<file path="src/rtl/sync_ctrl.sv">
// Receiver synchronisation loop controller: PSS search, SSS confirmation, windowed
// PSS tracking with loss-of-sync detection, and the accumulated CFO increment for the DDS.
module sync_ctrl #(
  parameter int CFO_DW      = 20,
  parameter int DDS_DW      = 20,
  parameter int SSB_PERIOD  = 38400,
  parameter int PSS_WINDOW  = 16,
  parameter int SSS_TIMEOUT = 4096,
  parameter int MAX_MISSES  = 3
) (
  input  logic                     clk_i,
  input  logic                     reset_i,
  input  logic                     sample_valid_i,
  input  logic                     N_id_2_valid_i,
  input  logic [1:0]               N_id_2_i,
  input  logic                     CFO_valid_i,
  input  logic signed [CFO_DW-1:0] CFO_DDS_inc_i,
  input  logic                     N_id_valid_i,
  output logic [1:0]               PSS_detector_mode_o,
  output logic [1:0]               requested_N_id_2_o,
  output logic signed [DDS_DW-1:0] CFO_DDS_inc_o,
  output logic                     CFO_DDS_inc_valid_o,
  output logic                     locked_o,
  output logic                     lost_sync_o,
  output logic [1:0]               state_o
);

  localparam int CNT_W  = $clog2(SSB_PERIOD + PSS_WINDOW + 1);
  localparam int MISS_W = $clog2(MAX_MISSES + 1);
  localparam int SUM_W  = ((CFO_DW > DDS_DW) ? CFO_DW : DDS_DW) + 1;

  localparam logic [CNT_W-1:0] WIN_LO  = CNT_W'(SSB_PERIOD - PSS_WINDOW);
  localparam logic [CNT_W-1:0] WIN_HI  = CNT_W'(SSB_PERIOD + PSS_WINDOW);
  localparam logic [CNT_W-1:0] REALIGN = CNT_W'(PSS_WINDOW);
  localparam logic [CNT_W-1:0] TIMEOUT = CNT_W'(SSS_TIMEOUT);

  localparam logic signed [SUM_W-1:0] SAT_MAX = SUM_W'((64'sd1 <<< (DDS_DW - 1)) - 64'sd1);
  localparam logic signed [SUM_W-1:0] SAT_MIN = -SAT_MAX;

  typedef enum logic [1:0] {
    ST_SEARCH   = 2'd0,
    ST_WAIT_SSS = 2'd1,
    ST_TRACK    = 2'd2
  } state_t;

  typedef enum logic [1:0] {
    MODE_SEARCH = 2'd0,
    MODE_OFF    = 2'd1,
    MODE_TRACK  = 2'd2
  } mode_t;

  state_t              r_state;
  logic [CNT_W-1:0]    r_cnt;
  logic [MISS_W-1:0]   r_miss;

  logic [CNT_W-1:0]        w_cnt_inc;
  logic                    w_in_win;
  logic                    w_inc_in_win;
  logic                    w_win_close;
  logic                    w_pss_hit;
  logic                    w_last_miss;
  logic                    w_lose;
  logic signed [SUM_W-1:0] w_cfo_diff;
  logic signed [DDS_DW-1:0] w_cfo_sat;

  assign state_o      = r_state;
  assign w_cnt_inc    = r_cnt + CNT_W'(sample_valid_i);
  assign w_in_win     = (r_cnt >= WIN_LO) && (r_cnt <= WIN_HI);
  assign w_inc_in_win = (w_cnt_inc >= WIN_LO) && (w_cnt_inc <= WIN_HI);
  assign w_win_close  = (r_cnt == WIN_HI);
  assign w_pss_hit    = N_id_2_valid_i && w_in_win;
  assign w_last_miss  = (r_miss == MISS_W'(MAX_MISSES - 1));

  // Loss of sync: SSS never confirmed in time, or the final tracking window closed empty.
  assign w_lose = ((r_state == ST_WAIT_SSS) && !N_id_valid_i && (r_cnt == TIMEOUT)) ||
                  ((r_state == ST_TRACK) && w_win_close && !w_pss_hit && w_last_miss);

  // The detector reports the offset relative to the current correction, so it is subtracted.
  assign w_cfo_diff = SUM_W'(CFO_DDS_inc_o) - SUM_W'(CFO_DDS_inc_i);

  always_comb begin
    w_cfo_sat = w_cfo_diff[DDS_DW-1:0];
    if (w_cfo_diff > SAT_MAX)      w_cfo_sat = SAT_MAX[DDS_DW-1:0];
    else if (w_cfo_diff < SAT_MIN) w_cfo_sat = SAT_MIN[DDS_DW-1:0];
  end

  // NOTE: state and outputs are flops, so every assignment here is non-blocking; the pulse
  // outputs get a default of 0 at the top so they can only last one cycle.
  always_ff @(posedge clk_i or posedge reset_i) begin
    if (reset_i) begin
      r_state             <= ST_SEARCH;
      r_cnt               <= '0;
      r_miss              <= '0;
      PSS_detector_mode_o <= MODE_SEARCH;
      requested_N_id_2_o  <= 2'd0;
      CFO_DDS_inc_o       <= '0;
      CFO_DDS_inc_valid_o <= 1'b0;
      locked_o            <= 1'b0;
      lost_sync_o         <= 1'b0;
    end else begin
      lost_sync_o         <= 1'b0;
      CFO_DDS_inc_valid_o <= 1'b0;
      r_cnt               <= w_cnt_inc;

      if (w_lose) begin
        CFO_DDS_inc_o       <= '0;
        CFO_DDS_inc_valid_o <= 1'b1;
      end else if (CFO_valid_i) begin
        CFO_DDS_inc_o       <= w_cfo_sat;
        CFO_DDS_inc_valid_o <= 1'b1;
      end

      case (r_state)
        ST_SEARCH: begin
          PSS_detector_mode_o <= MODE_SEARCH;
          if (N_id_2_valid_i) begin
            requested_N_id_2_o  <= N_id_2_i;
            r_cnt               <= '0;
            r_state             <= ST_WAIT_SSS;
            PSS_detector_mode_o <= MODE_OFF;
          end
        end

        ST_WAIT_SSS: begin
          if (N_id_valid_i) begin
            r_state             <= ST_TRACK;
            locked_o            <= 1'b1;
            r_miss              <= '0;
            PSS_detector_mode_o <= w_inc_in_win ? MODE_TRACK : MODE_OFF;
          end else if (r_cnt == TIMEOUT) begin
            r_state             <= ST_SEARCH;
            lost_sync_o         <= 1'b1;
            PSS_detector_mode_o <= MODE_SEARCH;
          end
        end

        ST_TRACK: begin
          if (w_pss_hit) begin
            r_cnt               <= '0;
            r_miss              <= '0;
            PSS_detector_mode_o <= MODE_OFF;
          end else if (w_win_close) begin
            // Restart at the window half-width so the next window stays on the nominal grid.
            r_cnt <= REALIGN;
            if (w_last_miss) begin
              r_state             <= ST_SEARCH;
              r_miss              <= '0;
              locked_o            <= 1'b0;
              lost_sync_o         <= 1'b1;
              PSS_detector_mode_o <= MODE_SEARCH;
            end else begin
              r_miss              <= r_miss + MISS_W'(1);
              PSS_detector_mode_o <= MODE_OFF;
            end
          end else begin
            PSS_detector_mode_o <= w_inc_in_win ? MODE_TRACK : MODE_OFF;
          end
        end

        default: begin
          r_state             <= ST_SEARCH;
          locked_o            <= 1'b0;
          PSS_detector_mode_o <= MODE_SEARCH;
        end
      endcase
    end
  end

endmodule

</file>
<file path="config.mk">
export PLATFORM = sky130hd
export DESIGN_NAME = sync_ctrl
export DESIGN_NICKNAME = d
export VERILOG_FILES = /design/src/rtl/sync_ctrl.sv
export SDC_FILE = /design/constraint.sdc
export NUM_CORES = 1
export LEC_CHECK = 0
export CAP_MARGIN = 20
export CORE_MARGIN = 5
export CORE_UTILIZATION = 56
export DETAILED_ROUTE_END_ITERATION = 16
export GPL_TIMING_DRIVEN = 0
export MAX_ROUTING_LAYER = met4
export PLACE_DENSITY = 0.82
export SLEW_MARGIN = 20
export SYNTH_ARGS = -nofsm -noshare
export SYNTH_HDL_FRONTEND = slang
export SYNTH_SLANG_ARGS = --single-unit
export TNS_END_PERCENT = 30
</file>
<file path="constraint.sdc">
create_clock -name clk_i -period 3.7 [get_ports clk_i]
set_input_delay 0.74 -clock clk_i [delete_from_list [all_inputs] [get_ports clk_i]]
set_output_delay 0.74 -clock clk_i [all_outputs]
set_load 0.005 [all_outputs]
</file>
### Word level (Yosys, flattened, before mapping)

Cells that the tools add are included.

* input port bits: 28
* word-level logic and storage cells: 89
* output and inout bits: 29
* register bits after elaboration: 47

* eq/ne operators: 12
* order comparisons: 6
* reductions and logical operators: 18
* add/subtract/negate cells: 3
* bitwise logic cells: 1
* mux-type cells: 40

Operators with widths (count)
* two-way mux 20 bit: 4
* two-way mux 16 bit: 3
* greater-or-equal comparator 16 bit, second input constant: 2
* <= comparator 16 bit, second input constant: 2
* case mux 16 bit (2 select lines): 1
* two-way mux 2 bit: 14
* > comparator 21 x 20 -> 1 bit, second input constant: 1
* < comparator 21 x 20 -> 1 bit, second input constant: 1
* subtractor 20 x 20 -> 21 bit: 1
* adder 16 x 1 -> 16 bit: 1
* == test 16 x 13 -> 1 bit, second input constant: 1
* == test 16 bit, second input constant: 1
* two-way mux 1 bit: 13
* case mux 2 bit (3 select lines): 2
* inequality test 2 bit, second input constant: 5
* AND reduction 5 bit: 2
* logical AND 1 bit: 8
* == test 2 bit, second input constant: 2
* case mux 2 bit (2 select lines): 1
* nonzero test 2 bit: 2
* inequality test 3 x 2 -> 1 bit, second input constant: 1
* inequality test 3 bit, second input constant: 1
* case mux 1 bit (3 select lines): 1
* AND reduction 3 bit: 1
* 8 further kinds: 9

### Longest topological paths before layout

* depth after elaboration: 8
* gate-level depth with buffers: 13
* depth with buffers taken out: 12

### Worst setup path before layout

Ideal clock, no wire load.

* path kind: input -> register
* start: input CFO_DDS_inc_i[0]
* end: register CFO_DDS_inc_o[9]
* stages: 12
* data arrival time: 3.393 ns
* data required time: 3.574 ns
* setup time: 0.126 ns
* path slack: 0.181 ns
* path buffers: 1
* path through: ha_1 > fa_1 > nand2b_1 > a211oi_2 > o21ai_1 > nand2_1 > mux2_2 > nor4b_1 > a41oi_1 > o21ba_1 > buf_6 > a221o_1

* cells in the longest elaborated chain, start to end: 6
* elaborated cells on any way between the ends: 7
* classes of those cells: add/sub (1); order compare (2); mux (4)

Ends and longest elaborated chain
* start: declaration: RTL line 17 `input logic signed [CFO_DW-1:0] CFO_DDS_inc_i,`
* subtractor 20 x 20 -> 21 bit (*): RTL line 79 `assign w_cfo_diff = SUM_W'(CFO_DDS_inc_o) - SUM_W'(CFO_DDS_inc_i);`
* < comparator 21 x 20 -> 1 bit: RTL line 84 `else if (w_cfo_diff < SAT_MIN) w_cfo_sat = SAT_MIN[DDS_DW-1:0];`
* two-way mux 20 bit: RTL line 84
* two-way mux 20 bit (*): RTL line 83 `if (w_cfo_diff > SAT_MAX) w_cfo_sat = SAT_MAX[DDS_DW-1:0];`
* two-way mux 20 bit (*): RTL line 108 `end else if (CFO_valid_i) begin`
* two-way mux 20 bit (*): RTL line 105 `if (w_lose) begin`
* end signal: assignment: RTL line 109 `CFO_DDS_inc_o <= w_cfo_sat;`
* end: declaration: RTL line 21 `output logic signed [DDS_DW-1:0] CFO_DDS_inc_o,`

Mark *: on every way between the ends. The rest lies on a longest branch, timed or not. The select of a mux whose other input is x is not followed.
A chain may end at the register's enable or synchronous reset.

### Final worst setup path

* start: input CFO_DDS_inc_i[10]
* end: register CFO_DDS_inc_o[6]

Same word-level chain as after synthesis.

==> impl_metrics.yaml <==
timing:
  period_share_pct: 98.3
  hold_viol: 0
  finClkSkew_ns: 0.00955
  period_minus_slack_ns: 3.64
  relSlewSlack_pct: 60.9
  final_max_slew_viol_count: 0
  worst_slew_pin_slew_ns: 0.582
  setup_violations: 0
  timing.fmax_ghz: 0.275
yosys:
  synth_compound_area_share_pct: 22.9
  synth.area.mux_share_pct: 1.41
  synth.cell_area_um2: 3890
  synth_top_cell_area_share_pct: 30.2
  synth_warnings: 0
  synth_seq_cells: 47
  syn_inst: 458
  ys_seq_area_share_pct: 30.2
  syn-num-nets: 513
  synth_top_cell_by_area: "dfrtp_1"
  synth.distinct_cells: 72
  synth-xor-area-share_pct: 6.04
  synth.top_cells.by_area: "dfrtp_1, ha_1, nor2_1"
  synthFlopType: "dfrtp_1"
  syn_area_per_cell_um2: 8.50
  synthTopCellsByCount: "dfrtp_1, nor2_1, inv_1"
  synth_edf_count: 0
  synthAdderAreaFrac_pct: 10.7
  synth-async-reset-ratio_pct: 100
  synth-simple-area-share_pct: 20.7
  synth_top_family_by_area: "compound AO/OA/AOI/OAI gates"
worst_hold_path:
  min-delay-start: "PSS_detector_mode_o[1]"
  whs_path_depth: 1
  hp-class: "reg2reg"
  hold-path-endpoint: "PSS_detector_mode_o[1]"
critical_path:
  cp_cell_sequence: "clkdlybuf4s50_1 -> inv_1 -> ha_1 -> buf_6 -> a21o_2 -> a21oi_4 -> o221ai_2 -> or3_1 -> a22oi_1 -> o2111a_1 -> a41oi_2 -> o21ba_1 -> buf_6 -> a221o_1"
  critPathBufInv: 4
  worstPathArrival_ns: 3.82
  critPathLaunchType: "input port"
  slowest_stage: "clkdlybuf4s50_1"
  r2r_cells: 14
  startpoint: "CFO_DDS_inc_i[10]"
  path_common_cell: "buf_6"
  cp_data_required_time_ns: 3.88
  rrSetupSlack_ns: 0.38
  reg2reg_to: "CFO_DDS_inc_o[6]"
  worst-path-max-fanout: 9
  path_delay_family: "compound AO/OA/AOI/OAI gates"
  cp-end-kind: "flip-flop"
  reg2reg_from: "CFO_DDS_inc_o[0]"
  path_class: "in2reg"
  slowest_delay_ns: 0.46
cts:
  clock_path_buffers: 2
  ctsRootBufferMaster: "clkbuf_8"
  clock-sinks: 47
  clock_latency_ns: 0.30
  clk_pin_slew_worst_paths_ns: 0.09
  hold_buffers: 0
  htreeDepth: 2
  cts_tree: "built"
  cts_made_buffers: 5
pwr:
  cellLeakagePower_nw: 2.08
  peakVddDrop_mv: 0.485
  total_power_mw: 3.93
  power_density_nw_per_um2: 804
final_layout:
  n_fill_cell: 554
  final_core_util_pct: 72.0
  antenna_cells: 0
  drive_gt1_share_pct: 14.7
  layout.nets: 584
  synthToLayoutAreaGrowth_pct: 25.7
route:
  first_pass_iters: 5
  vias: 3685
  dr.first_iter.drc_count: 200
  drtAntennaViolNets: 0
  wirelength_mm: 10.1
  wl_per_cell_um: 16.2
  vias_per_cell: 5.89
  drc: 0
grt:
  gr-total-overflow: 0
  grt_max_degree: 31
  grt_pass1_wl_mm: 17.1
  grt_usage_pct: 24.5
  grt_pass1_vias: 3631
  antenna_found_initial: 0
placement:
  hpwl_mm: 7.68
  place_congestion: 0.913
  port_buffers: 56
status:
  status: "finished, final reports clean"
floorplanning:
  io_pins: 57
  core_um2: 6790
  initial_utilization_pct: 57.3
  die_width_um: 93.4
  die_h_um: 93.4
  rows: 30
  die_area_um2: 8720
flow_run:
  drv_cap: 0
## area by class of cell
class                   instances  area [µm²]  area share, %
plain buffers                  21         161           3.30
clock buffers                   7        86.3           1.76
clock inverters                 1        8.76          0.179
inverters                      41         154           3.14
multi-input cells             349        2550           52.1
flip-flops and latches         47        1180           24.0
well taps                      96         120           2.45
repair buffers                 64         638           13.0
## stage by stage
| step | area [µm²] | cells | hold WS, ns | setup TNS [ns] | setup slack (ns) |
|---|---|---|---|---|---|
| after floorplan | 3890 | 458 | 0.474 | 0 | 0.181 |
| after global placement | 4580 | 610 | 0.470 | -6.58 | -0.649 |
| after detailed placement | 4600 | 611 | 0.470 | -6.26 | -0.612 |
| after CTS | 4790 | 624 | 0.497 | 0 | 0.00946 |
| after global routing | 4890 | 626 | 0.531 | -0.0134 | -0.0110 |
| final | 4890 | 626 | 0.498 | 0 | 0.0617 |
## how the worst max path moves through the flow
stage / to / slack [ns] / cells after the start
6_report: CFO_DDS_inc_o[6] / 0.06 / 14
3_5_place_dp: CFO_DDS_inc_o[4] / -0.61 / 13
3_3_place_gp: CFO_DDS_inc_o[2] / -0.65 / 13
5_1_grt: CFO_DDS_inc_o[4] / -0.01 / 12
4_1_cts: CFO_DDS_inc_o[4] / 0.009 / 14
2_1_floorplan: CFO_DDS_inc_o[9] / 0.18 / 12
## power breakdown
part | internal [mW] | total, mW | switching, mW | leakage, nW
sequential | 0.682 | 0.833 | 0.150 | 0.586
combinational | 1.31 | 2.77 | 1.46 | 1.44
clock | 0.154 | 0.334 | 0.181 | 0.0484
## cells in the final DEF (no fill, tap or decap), types with 11 or more instances in the layout
cell type / n
nand2_1: 32
clkbuf_1: 11
dfrtp_1: 47
xor2_1: 11
clkdlybuf4s50_1: 54
nand3_1: 13
xnor2_1: 13
nand4_1: 14
inv_1: 39
nor2_1: 46
ha_1: 23
a21oi_1: 23
o21ai_0: 17
clkbuf_8: 12
## repair_timing
item / in CTS / in global routing
buffers inserted: 5 / 2
gates resized for setup: 12 / 23
endpoints found under the setup margin: 8 / 18
pin swaps: 6 / 10
hold endpoints to repair: 0 / 0
## metal layers
metal  share of wire (%)  wire (µm)  global-route usage [%]  vias up
li1                    -          -                       -     1792
met4                 1.2        119                    5.49        0
met2                  45       4540                    37.7      141
met5                   0          0                       -        -
met1                  47       4730                    34.7     1739
met3                 7.2        727                    3.30       13
## cell families (layout without fill, tap and decap cells)
logic type      count (synthesis)  after routing
buf+inv                        62            134
fa+ha+maj                      34             34
mux                             5              5
simple gates                  160            160
flops                          47             47
compound gates                124            124
xor+xnor                       26             26
## flip-flops by register name, summed over array words and instances (netlist names)
| register | count |
|---|---|
| CFO_DDS_inc_o | 20 |
| r_cnt | 16 |
| PSS_detector_mode_o | 2 |
| r_miss | 2 |
| requested_N_id_2_o | 2 |
| state_o | 2 |
| CFO_DDS_inc_valid_o | 1 |
| locked_o | 1 |
| lost_sync_o | 1 |
No activity file was read; power rests on OpenSTA's default activity.
